[src/rtl/alu_iter_exec.sv]
// ============================================================================
// alu_iter_exec
// ----------------------------------------------------------------------------
// Multi-cycle ALU execution unit for the EX stage. Takes the 4-bit alu_func
// code from ALU control plus two operands behind a valid/ready handshake and
// returns a registered result. Add, sub, logic and compare finish in one
// cycle. Shifts walk one bit position per cycle unless the barrel shifter
// is compiled in.
//
// Build option:
//   ALU_ITER_FAST_SHIFT_EN  when defined, shifts use a single-cycle barrel
//                           shifter and the SHIFT state and counter vanish.
//
// Parameters:
//   DATA_WIDTH   operand/result width (power of two, >= 8)
//   SHAMT_WIDTH  width of the shift amount taken from in_b
//
// Ports:
//   clk         rising-edge clock
//   reset       synchronous, active-high reset
//   in_valid    request present
//   in_ready    unit idle and able to accept a request
//   alu_func    operation code
//   in_a, in_b  operands; in_b[SHAMT_WIDTH-1:0] is the shift amount
//   out_valid   result present
//   out_ready   consumer takes the result
//   out_result  result value
//   out_zero    out_result == 0
//   out_err     OP_EEE or unrecognised operation code
// ============================================================================
module alu_iter_exec #(
  parameter int DATA_WIDTH  = 32,
  parameter int SHAMT_WIDTH = $clog2(DATA_WIDTH)
) (
  input  logic                  clk,
  input  logic                  reset,
  input  logic                  in_valid,
  output logic                  in_ready,
  input  logic [3:0]            alu_func,
  input  logic [DATA_WIDTH-1:0] in_a,
  input  logic [DATA_WIDTH-1:0] in_b,
  output logic                  out_valid,
  input  logic                  out_ready,
  output logic [DATA_WIDTH-1:0] out_result,
  output logic                  out_zero,
  output logic                  out_err
);

  // Operation codes shared with ALU control.
  localparam logic [3:0] OP_ADD  = 4'd0;
  localparam logic [3:0] OP_SUB  = 4'd1;
  localparam logic [3:0] OP_XOR  = 4'd2;
  localparam logic [3:0] OP_OR   = 4'd3;
  localparam logic [3:0] OP_AND  = 4'd4;
  localparam logic [3:0] OP_SLL  = 4'd5;
  localparam logic [3:0] OP_SRL  = 4'd6;
  localparam logic [3:0] OP_SRA  = 4'd7;
  localparam logic [3:0] OP_SLT  = 4'd8;
  localparam logic [3:0] OP_SLTU = 4'd9;
  localparam logic [3:0] OP_EEE  = 4'd15;

`ifdef ALU_ITER_FAST_SHIFT_EN
  typedef enum logic [1:0] {
    IDLE = 2'd0,
    DONE = 2'd2
  } state_t;
`else
  typedef enum logic [1:0] {
    IDLE  = 2'd0,
    SHIFT = 2'd1,
    DONE  = 2'd2
  } state_t;
`endif

  state_t                 state;
  state_t                 nextState;

  logic [DATA_WIDTH-1:0]  resultReg;
  logic                   zeroReg;
  logic                   errReg;

  logic [SHAMT_WIDTH-1:0] shamt;
  logic [DATA_WIDTH-1:0]  shiftStep;
  logic [DATA_WIDTH-1:0]  opResult;
  logic                   opErr;
  logic                   opIsShift;
  logic                   sltSigned;
  logic                   sltUnsigned;

`ifndef ALU_ITER_FAST_SHIFT_EN
  logic [3:0]             funcReg;
  logic [DATA_WIDTH-1:0]  workReg;
  logic [SHAMT_WIDTH-1:0] shiftCnt;
  logic [DATA_WIDTH-1:0]  workNext;
  logic                   goShift;

  // One bit position of a shift; anything other than SLL/SRL is treated as
  // SRA, which is the only other op that ever reaches this function.
  function automatic logic [DATA_WIDTH-1:0] shiftOne(
    input logic [3:0]            func,
    input logic [DATA_WIDTH-1:0] val
  );
    case (func)
      OP_SLL:  shiftOne = {val[DATA_WIDTH-2:0], 1'b0};
      OP_SRL:  shiftOne = {1'b0, val[DATA_WIDTH-1:1]};
      default: shiftOne = {val[DATA_WIDTH-1], val[DATA_WIDTH-1:1]};
    endcase
  endfunction
`endif

  assign shamt       = in_b[SHAMT_WIDTH-1:0];
  assign sltSigned   = $signed(in_a) < $signed(in_b);
  assign sltUnsigned = in_a < in_b;

  // Handshake flags come straight off the state register so the upstream
  // stall logic sees them without passing through the datapath.
  assign in_ready   = (state == IDLE);
  assign out_valid  = (state == DONE);
  assign out_result = resultReg;
  assign out_zero   = zeroReg;
  assign out_err    = errReg;

`ifdef ALU_ITER_FAST_SHIFT_EN
  // Barrel shifter: the whole shift is done in the accept cycle, so every
  // operation has the same one-cycle latency.
  always_comb begin
    shiftStep = '0;
    case (alu_func)
      OP_SLL:  shiftStep = in_a << shamt;
      OP_SRL:  shiftStep = in_a >> shamt;
      default: shiftStep = $unsigned($signed(in_a) >>> shamt);
    endcase
  end
`else
  // The first bit position is shifted already on the accept edge. That way
  // a shift by k costs k cycles in total, matching the one cycle of the
  // simple ops, and a shift by 1 can go straight to DONE. Amount 0 passes
  // the operand through untouched.
  always_comb begin
    shiftStep = in_a;
    if (shamt != '0) begin
      shiftStep = shiftOne(alu_func, in_a);
    end
  end

  // Shifts of two or more positions still have work left after accept and
  // must park in SHIFT; everything else finishes in the accept cycle.
  assign goShift  = opIsShift && (shamt > SHAMT_WIDTH'(1));
  assign workNext = shiftOne(funcReg, workReg);
`endif

  // Decode the operation and compute the single-cycle result. Unknown codes
  // and OP_EEE produce a zero result with the error flag raised, so the
  // handshake still completes and the pipeline never locks up.
  always_comb begin
    opResult  = '0;
    opErr     = 1'b0;
    opIsShift = 1'b0;
    case (alu_func)
      OP_ADD:  opResult = in_a + in_b;
      OP_SUB:  opResult = in_a - in_b;
      OP_XOR:  opResult = in_a ^ in_b;
      OP_OR:   opResult = in_a | in_b;
      OP_AND:  opResult = in_a & in_b;
      OP_SLT:  opResult = {{(DATA_WIDTH-1){1'b0}}, sltSigned};
      OP_SLTU: opResult = {{(DATA_WIDTH-1){1'b0}}, sltUnsigned};
      OP_SLL, OP_SRL, OP_SRA: begin
        opIsShift = 1'b1;
        opResult  = shiftStep;
      end
      OP_EEE:  opErr = 1'b1;
      default: opErr = 1'b1;
    endcase
  end

  // State register. Reset from any state lands in IDLE, which also drops
  // whatever shift was in flight.
  always_ff @(posedge clk) begin
    if (reset) begin
      state <= IDLE;
    end else begin
      state <= nextState;
    end
  end

  // Next-state logic. Requests are only taken in IDLE, and a new one can
  // only arrive the cycle after the result handshake (no bypass).
  always_comb begin
    nextState = state;
    case (state)
      IDLE: begin
        if (in_valid) begin
`ifdef ALU_ITER_FAST_SHIFT_EN
          nextState = DONE;
`else
          nextState = goShift ? SHIFT : DONE;
`endif
        end
      end
`ifndef ALU_ITER_FAST_SHIFT_EN
      SHIFT: begin
        if (shiftCnt == SHAMT_WIDTH'(1)) begin
          nextState = DONE;
        end
      end
`endif
      DONE: begin
        if (out_ready) begin
          nextState = IDLE;
        end
      end
      default: nextState = IDLE;
    endcase
  end

  // Result registers. They are written only when a result is produced, so
  // in DONE they hold still for as long as the consumer stalls us, and
  // operand changes outside IDLE have no effect.
  always_ff @(posedge clk) begin
    if (reset) begin
      resultReg <= '0;
      zeroReg   <= 1'b0;
      errReg    <= 1'b0;
    end else begin
      case (state)
        IDLE: begin
          if (in_valid) begin
`ifdef ALU_ITER_FAST_SHIFT_EN
            resultReg <= opResult;
            zeroReg   <= (opResult == '0);
            errReg    <= opErr;
`else
            if (!goShift) begin
              resultReg <= opResult;
              zeroReg   <= (opResult == '0);
              errReg    <= opErr;
            end else begin
              errReg    <= 1'b0;
            end
`endif
          end
        end
`ifndef ALU_ITER_FAST_SHIFT_EN
        SHIFT: begin
          if (shiftCnt == SHAMT_WIDTH'(1)) begin
            resultReg <= workNext;
            zeroReg   <= (workNext == '0);
          end
        end
`endif
        default: begin
        end
      endcase
    end
  end

`ifndef ALU_ITER_FAST_SHIFT_EN
  // Iterative shifter state. The counter holds the number of single-bit
  // steps still to do; the step taken while it reads 1 is the last one.
  always_ff @(posedge clk) begin
    if (reset) begin
      funcReg  <= 4'd0;
      workReg  <= '0;
      shiftCnt <= '0;
    end else begin
      case (state)
        IDLE: begin
          if (in_valid && goShift) begin
            funcReg  <= alu_func;
            workReg  <= shiftStep;
            shiftCnt <= shamt - SHAMT_WIDTH'(1);
          end
        end
        SHIFT: begin
          workReg  <= workNext;
          shiftCnt <= shiftCnt - SHAMT_WIDTH'(1);
        end
        default: begin
        end
      endcase
    end
  end
`endif

endmodule

[config.mk]
export PLATFORM = sky130hd
export DESIGN_NAME = alu_iter_exec
export DESIGN_NICKNAME = d
export VERILOG_FILES = /design/src/rtl/alu_iter_exec.sv
export SDC_FILE = /design/constraint.sdc
export NUM_CORES = 1
export LEC_CHECK = 0
export ABC_AREA = 1
export BUFFER_PORTS_ARGS = -buffer_cell sky130_fd_sc_hd__buf_2
export CAP_MARGIN = 20
export CORE_MARGIN = 2
export CORE_UTILIZATION = 66
export CTS_CLUSTER_DIAMETER = 40
export DETAILED_ROUTE_END_ITERATION = 8
export PLACE_DENSITY = 0.92
export SKIP_CTS_REPAIR_TIMING = 1
export SYNTH_ARGS = -nofsm -noshare
export SYNTH_HDL_FRONTEND = slang
export SYNTH_SLANG_ARGS = --single-unit
[constraint.sdc]
create_clock -name clk -period 4 [get_ports clk]
set_clock_uncertainty 0.2 [all_clocks]
set_input_delay 0.6 -clock clk [delete_from_list [all_inputs] [get_ports clk]]
set_output_delay 0.6 -clock clk [all_outputs]
set_load 0.005 [all_outputs]
**After elaboration in Yosys (flattened, before gate mapping)**

Cells that the tools add are included.

- Bits in registers: 77
- Input port bits: 72
- Output and inout port bits: 36
- Logic and storage cells: 75

- Add/subtract/negate cells: 4
- Order comparisons: 3
- Equal/unequal tests: 19
- Multiplexer cells: 24
- Bitwise logic cells: 3
- Reductions and logical operators: 15

Operator list:

| kind | count |
|---|---|
| $pmux W32 S2 | 4 |
| $pmux W32 S8 | 1 |
| $mux W32 | 5 |
| $logic_not A32 Y1 | 2 |
| $lt A32 B32 Y1 | 2 |
| $add A32 B32 Y32 | 1 |
| $and A32 B32 Y32 | 1 |
| $or A32 B32 Y32 | 1 |
| $sub A32 B32 Y32 | 1 |
| $xor A32 B32 Y32 | 1 |
| $eq A4 B3 Y1 const B | 6 |
| $pmux W5 S2 | 1 |
| $reduce_or A10 Y1 | 1 |
| $sub A5 B1 Y5 const B | 2 |
| $eq A4 B2 Y1 const B | 2 |
| $eq A4 B4 Y1 const B | 2 |
| $mux W2 | 4 |
| $mux W1 | 6 |
| $ne A2 B2 Y1 const B | 3 |
| $pmux W2 S3 | 1 |
| $reduce_and A2 Y1 | 3 |
| $eq A5 B1 Y1 const B | 1 |
| $gt A5 B1 Y1 const B | 1 |
| $mux W5 | 1 |
| 13 further kinds | 15 |

**Longest topological paths before layout**

Gate-level depths: netlist of the first run.

- Depth in word-level cells: 8
- Mapped depth: 22
- Gate-level depth less buffers: 21

**Worst setup path after synthesis of the first run**

OpenSTA, ideal clock, no wires.

- Path type: input -> register
- Start point: input port in_a[0]
- End point: register zeroReg (netlist: out_zero)
- Setup time: 0.066 ns
- Arrival time: 2.473 ns
- Data required time: 3.734 ns
- Path slack: 1.260 ns
- Stages on the path: 20
- Path buffers: 0
- Path through: ha_1 inv_1 fa_1 inv_1 nand3_1 nand2_1 nand2_1 nand2_1 nand2_1 nand2_1 nand2_1 nand3_1 nand3_1 nor2_1 nand2_1 nor2_1 nand3_1 nor2_1 nand2_1 a21oi_2

- Word-level cells in the longest chain between the ends: 7
- Elaborated cells between the ends (all ways): 14
- Classes of those cells: add/sub: 2; order compare: 2; mux: 6; bitwise: 3; reduce/logical: 1

RTL lines:

| element | RTL line | text |
|---|---|---|
| start, declared | 40 | `input logic [DATA_WIDTH-1:0] in_a,` |
| parallel branches: the longest is 2 deep, another holds $sub A32 B32 Y32 | - |  |
| $pmux W32 S8 * | 159 | `case (alu_func)` |
| $logic_not A32 Y1 * | 235 | `zeroReg <= (opResult == '0);` |
| $mux W1 * | 233 | `if (!goShift) begin` |
| $mux W1 * | 227 | `if (in_valid) begin` |
| $pmux W1 S2 * | 225 | `case (state)` |
| end signal, assigned | 235 |  |
| end signal, assigned | 247 | `zeroReg <= (workNext == '0);` |
| end, declared | 79 | `logic zeroReg;` |

Mark *: on every way between the ends. The select of a mux whose other input is x is not followed.
A chain may end at the register's enable or synchronous reset.

**Worst setup path after layout of the first run**

- Start point: input port in_b[0]
- End point: register zeroReg (netlist: out_zero)

- Word-level cells in the longest chain between the ends: 7
- Elaborated cells between the ends (all ways): 18
- Classes of those cells: add/sub: 2; order compare: 3; eq/ne: 1; mux: 5; bitwise: 3; reduce/logical: 4

RTL lines:

| element | RTL line | text |
|---|---|---|
| start, declared | 41 | `input logic [DATA_WIDTH-1:0] in_b,` |
| parallel branches: the longest is 7 deep, another holds $sub A32 B32 Y32 | - |  |

Several ways; the timed one is not identified. The select of a mux whose other input is x is not followed.

==> PnR_summary.wiki, run 1 <==
{| class="wikitable"
! Metric !! Value
|-
| Fraction of layout instances using a drive strength above 1 || 0.09397
|-
| Leading area contributor after synthesis || nand2_1
|-
| Final number of hold-violating endpoints || 0
|-
| Filler Cells Inserted || 1613
|-
| Number of buffers created by CTS || 9
|-
| Clk root buf || clkbuf_16
|-
| RSZ-0062 raised after global routing || false
|-
| Count of flip-flops with a built-in enable after synthesis || 0
|-
| Transition time of the tightest slew-check pin || 1.049 ns
|-
| Area used by sequential logic in the layout || 1541 um2
|-
| Top cell type's share of synthesized area || 0.2135
|-
| GRT Residual Overflow || 0
|-
| Placed instance count || 2347
|-
| Setup violation total in the final timing report || 0
|-
| DR vias || 14780
|-
| HPWL reported at the end of detailed placement || 36.81 mm
|-
| Antenna violations before repair || 3
|-
| Type of the most critical hold path || reg -> reg
|-
| Fraction of registers with async set or reset after synthesis || 0
|-
| Via count normalized by instance count || 6.249
|-
| Achievable frequency || 262.6 MHz
|-
| Post-synth design cell area || 11410 um2
|-
| Area growth from synthesis to layout || 7.928%
|-
| Pin count of the biggest net entering global routing || 60
|-
| Power per unit of standard cell area || 256.0 nW/um2
|-
| Top cell by count, worst path || nand2_1
|-
| Site Rows || 48
|-
| Leakage Power || 6.728 nW
|-
| Die span in x || 135.5 um
|-
| Top cells by area in the synthesized netlist || nand2_1 (21%), dfxtp_1 (14%), ha_1 (13%)
|-
| Post-Syn Instances || 2073
|-
| Post-Syn Nets || 2264
|-
| Post-detailed-routing wire length || 47.75 mm
|-
| Critical path type || in -> reg
|-
| Seq cells post-synth || 77
|-
| Average wire length per cell after detail routing || 20.19 um
|-
| Critical Path, Cell by Cell || buf_2 -> ha_1 -> inv_1 -> fa_1 -> inv_1 -> nand3_1 -> nand2_1 -> nand2_1 -> nand2_1 -> nand3_1 -> nand2_1 -> nand2_1 -> nand2_1 -> nand2_1 -> nand3_1 -> nand3_1 -> nor2_1 -> nand2_1 -> nor2_1 -> nand2_1 -> a21oi_2
|-
| Maximum vdd drop || 316.6 uV
|-
| H-tree lvl count || 3
|-
| TritonCTS sink count || 77
|-
| Cell type of the slowest stage on the worst timing path || fa_1
|-
| First-pass GRT wire length || 71.18 mm
|-
| Startpoint Class || input pin
|-
| Top-Level Pins || 108
|-
| Data required time at the worst endpoint || 4.08 ns
|-
| Total Nets Final || 2325
|-
| Slew HR || 0.2964
|-
| Worst endpoint data arrival time || 3.89 ns
|-
| Critical path peak fanout || 4
|-
| Starting density of the core || 0.6667
|-
| Global placement routability congestion || 1.152
|-
| Number of remaining DRC errors || 0
|-
| Average instance area after synthesis || 5.505 um2
|-
| Clock Latency Late Sink || 0.35 ns
|-
| Final Non-Filler Cells || 2365
|-
| Critical path's largest stage delay || 0.40 ns
|-
| Count of port buffers added during placement || 107
|-
| Post-synthesis sequential area ratio || 0.1351
|-
| Combined area of the multi-input logic cells || 8178 um2
|-
| Number of DRC markers after the initial detailed-route iteration || 2268
|-
| GRT Util Overall || 0.5073
|-
| Clock tree from TritonCTS || done
|-
| Final number of max-transition violations || 0
|-
| Yosys warnings || 0
|-
| Most instantiated library cell after synthesis || nand2_1
|-
| Max-capacitance violation count || 0
|-
| Setup Total Neg Slack || 0 ns
|-
| Worst-path clk slew || 0.06 ns
|-
| Area of the die || 18360 um2
|-
| Post-route antenna net violation count || 0
|-
| Buffer depth of the longest clock path || 2
|-
| Crit path time final || 3.808 ns
|-
| Outcome || completed
|-
| Most common library cells after synthesis || nand2_1 (649), inv_1 (325), nor2_1 (212), nand3_1 (153), o21ai_0 (118)
|-
| Number of library cell types mapped by synthesis || 48
|-
| Router iterations before antenna repair || 7
|-
| Primary flip-flop cell chosen by synthesis mapping || dfxtp_1
|-
| Final worst path period share || 0.9519
|-
| Vias in the first global route || 13270
|-
| Die extent in y || 135.5 um
|-
| Type of element capturing the critical path || register
|-
| Area of the placeable core || 17120 um2
|}
## layout by cell type, fill, tap and decap left out, types with 3 or more instances in the layout
cell type    n
nor2_2      14
or2_2        7
ha_1       117
o211ai_1    23
o21bai_1     8
clkbuf_16    9
buf_4       25
inv_1      325
nand3b_1     4
o21ai_1      5
a31oi_1     49
o22ai_1     32
nor3_1      14
nor4_1       7
dfxtp_1     77
nand2_2      5
nand2_1    649
o21ai_0    118
a21oi_1     85
a21oi_2      3
xor2_1       3
a221oi_1    12
nand3_1    153
nor2_1     210
inv_2       12
buf_2      107
nand4_1     20
nand3_2      5
o21a_1       5
and2_1       4
o221ai_1     3
## final timing paths
check                start       endpoint  slack (ns)  cells after the start
max reg2reg     funcReg[0]       out_zero        1.08                     12
min          out_result[0]  out_result[0]        0.27                      2
min reg2reg  out_result[0]  out_result[0]        0.27                      2
max                in_b[0]       out_zero        0.19                     21
## through the flow
stage	utilization	setup slack (ns)	hold WS (ns)	total power (W)	instance area, um2
2_1_floorplan	-	1.260	0.2237	0.001777	11410
3_3_place_gp	0.7007	0.1399	0.2350	0.002219	11990
3_5_place_dp	0.7007	0.1809	0.2597	0.002243	11990
4_1_cts	0.7178	0.5121	0.2660	0.003048	12290
5_1_grt	0.7194	0.1319	0.2866	0.003281	12310
6_report	0.7195	0.1924	0.2695	0.003152	12320
## layer usage
metal	up-vias	global-route usage	part of all wire
li1	6775	-	-
met1	6497	0.6186	0.36
met2	1203	0.7671	0.41
met3	301	0.1915	0.16
met4	4	0.2865	0.071
met5	-	0	0.00050
## cells by family after synthesis
logic type	count (synthesis)	synth area share
AND/OR/NAND/NOR	1098	0.3991
buffers and inverters	421	0.1487
AO/OA/AOI/OAI	353	0.1814
adder cells (fa/ha/maj)	119	0.1318
flip-flops	77	0.1351
XOR/XNOR	4	0.003071
multiplexers	1	0.0008772
## power by group
| part | total, W | leakage (nW) | internal, W | switching, W |
|---|---|---|---|---|
| Sequential | 0.000890 | 0.630 | 0.000837 | 0.0000527 |
| Clock | 0.000822 | 0.138 | 0.000482 | 0.000340 |
| Combinational | 0.00144 | 5.96 | 0.000430 | 0.00101 |
| Total | 0.00315 | 6.73 | 0.00175 | 0.00140 |
## registers in the layout (all words and copies together), names as in the netlist
| register | cells |
|---|---|
| workReg | 32 |
| out_result | 32 |
| out_err | 1 |
| funcReg | 4 |
| shiftCnt | 5 |
| out_zero | 1 |
| state | 2 |
## layout make-up
class / instances / share of cell area
Multi-Input combinational cell: 1575 / 0.6640
Sequential cell: 77 / 0.1252
Inverter: 338 / 0.1030
Timing Repair Buffer: 133 / 0.06096
Tap cell: 225 / 0.02286
Clock buffer: 10 / 0.01859
Clock inverter: 6 / 0.005181
Antenna cell: 1 / 0.0002032
## worst max-delay path: cells and delay by family
family | cells | cell delay, ns
AND/OR/NAND/NOR | 15 | 2.01
buffers and inverters | 3 | 0.43
adder cells (fa/ha/maj) | 2 | 0.74
AO/OA/AOI/OAI | 1 | 0.10
Power figures use the tool's default switching activity.
==> run 2, diff against run 1 <==
BUFFER_PORTS_ARGS = -buffer_cell sky130_fd_sc_hd__buf_4   (was -buffer_cell sky130_fd_sc_hd__buf_2)
==> PnR_summary.wiki, run 2 (synthesized netlist as in run 1, its figures left out) <==
{| class="wikitable"
! Metric !! Value
|-
| Global placement routability congestion || 1.159
|-
| Clk root buf || clkbuf_16
|-
| Worst-path clk slew || 0.06 ns
|-
| Maximum vdd drop || 360.9 uV
|-
| Post-detailed-routing wire length || 47.63 mm
|-
| Worst-case register-to-register setup slack || 1.12 ns
|-
| Data required time at the worst endpoint || 4.09 ns
|-
| Launch instance of the worst min-delay path || funcReg[3]
|-
| GRT Residual Overflow || 0
|-
| Router iterations before antenna repair || 7
|-
| Setup violation total in the final timing report || 0
|-
| Routed met2 length || 19.39 mm
|-
| DR vias || 14800
|-
| Final worst path period share || 0.9413
|-
| Combined area of the multi-input logic cells || 8178 um2
|-
| Number of DRC markers after the initial detailed-route iteration || 2334
|-
| Clock tree from TritonCTS || done
|-
| Setup Total Neg Slack || 0 ns
|-
| TritonCTS sink count || 77
|-
| Met3 routed wirelength || 7.365 mm
|-
| Top cell by count, worst path || nand2_1
|-
| Type of the most critical hold path || reg -> reg
|-
| HPWL reported at the end of detailed placement || 37.11 mm
|-
| Most frequent standard cell in the layout excluding fill and tap cells || nand2_1
|-
| Final number of max-transition violations || 0
|-
| RSZ-0062 raised after global routing || false
|-
| Startpoint Class || input pin
|-
| GRT Util Overall || 0.5106
|-
| Uppermost layer routed || met4
|-
| Critical path's largest stage delay || 0.40 ns
|-
| Area of all placed cells without fillers || 12590 um2
|-
| Pin count of the biggest net entering global routing || 60
|-
| Outcome || completed
|-
| Cell type of the slowest stage on the worst timing path || fa_1
|-
| Worst path setup slack after routing || 0.2348 ns
|-
| Worst Hold Path EP || funcReg[3]
|-
| Area of the placeable core || 17120 um2
|-
| Vias in the first global route || 13540
|-
| Fraction of layout instances using a drive strength above 1 || 0.09401
|-
| Achievable frequency || 265.6 MHz
|-
| Type of element capturing the critical path || register
|-
| End-of-flow core utilization || 0.7353
|-
| First-pass GRT wire length || 72.33 mm
|-
| Leakage Power || 6.795 nW
|-
| Die extent in y || 135.5 um
|-
| Number of buffers created by CTS || 9
|-
| Transition time of the tightest slew-check pin || 0.9341 ns
|-
| Path depth of the worst reg2reg path || 13
|-
| Average wire length per cell after detail routing || 20.16 um
|-
| Buffer depth of the longest clock path || 2
|-
| Site Rows || 48
|-
| Endpoint of the worst-slack reg-to-reg timing path || out_zero
|-
| Total Nets Final || 2324
|-
| H-tree lvl count || 3
|-
| Number of remaining DRC errors || 0
|-
| Count of port buffers added during placement || 107
|-
| Via count normalized by instance count || 6.262
|-
| Critical Path, Cell by Cell || buf_4 -> ha_1 -> inv_1 -> fa_1 -> inv_1 -> nand3_1 -> nand2_1 -> nand2_1 -> nand2_1 -> nand3_1 -> nand2_1 -> nand2_1 -> nand2_1 -> nand2_1 -> nand3_1 -> nand3_1 -> nor2_1 -> nand2_1 -> nor2_1 -> nand2_1 -> a21oi_2
|-
| Slew HR || 0.3764
|-
| Post-route antenna net violation count || 0
|-
| Worst hold stages || 2
|-
| Final number of hold-violating endpoints || 0
|-
| Diodes inserted || 0
|-
| Filler Cells Inserted || 1545
|-
| Area of the die || 18360 um2
|-
| Reg-to-Reg Start || funcReg[3]
|-
| Max-capacitance violation count || 0
|-
| Area used by sequential logic in the layout || 1541 um2
|-
| Clock Latency Late Sink || 0.35 ns
|-
| Antenna violations before repair || 0
|-
| Critical path type || in -> reg
|-
| Crit path time final || 3.765 ns
|-
| Cell area after placement || 12260 um2
|-
| Worst endpoint data arrival time || 3.85 ns
|-
| Starting density of the core || 0.6667
|-
| Critical path peak fanout || 4
|-
| Die span in x || 135.5 um
|-
| Top-Level Pins || 108
|-
| Dpl ws || 0.2000 ns
|-
| Area growth from synthesis to layout || 10.30%
|-
| Met1 Wirelength || 17.56 mm
|-
| Power per unit of standard cell area || 260.8 nW/um2
|-
| Commonest non-fill, non-tap cells in the layout || nand2_1 (649), inv_1 (325), nor2_1 (210)
|}
## run 2: routing by layer
| layer | vias up | track usage |
|---|---|---|
| li1 | 6750 | - |
| met1 | 6521 | 0.6309 |
| met2 | 1243 | 0.7682 |
| met3 | 284 | 0.1788 |
| met4 | 0 | 0.2969 |
| met5 | - | 0 |
## run 2: report_power, final
part | leakage [nW] | internal [W] | switching [W]
Combinational | 6.02 | 0.000474 | 0.00101
Clock | 0.148 | 0.000548 | 0.000352
Sequential | 0.630 | 0.000837 | 0.0000590
## run 2: worst max-delay path, delay by kind of cell
kind	cells	cell delay [ns]
buffers and inverters	3	0.44
AOI/OAI and AO/OA	1	0.11
adders and majority gates	2	0.68
and+or+nand+nor	15	2.02
## run 2: worst max-delay path by stage
stage | from | to | slack, ns | cells after the start
after detailed placement | in_b[0] | out_zero | 0.20 | 21
after global placement | in_b[0] | out_zero | 0.19 | 21
after CTS | in_b[0] | out_zero | 0.52 | 21
final | in_b[0] | out_zero | 0.23 | 21
after global routing | in_b[0] | out_zero | 0.20 | 21
after floorplan | in_a[0] | out_zero | 1.26 | 20
## run 2: layout make-up
class,instances,area share
clock buffer,9,0.01789
clock inverter,7,0.007953
inverter,338,0.1008
multi-input combinational,1575,0.6498
sequential,77,0.1225
tap,225,0.02237
timing repair buffer,132,0.07874
## run 2: per-stage QoR
stage / std cells / power (W) / hold WS [ns]
finish: 2363 / 0.003282 / 0.2651
global route: 2363 / 0.003421 / 0.2933
CTS: 2363 / 0.003184 / 0.2677
detailed placement: 2347 / 0.002300 / 0.2465
global placement: 2347 / 0.002275 / 0.2404
floorplan: 2073 / 0.001777 / 0.2237
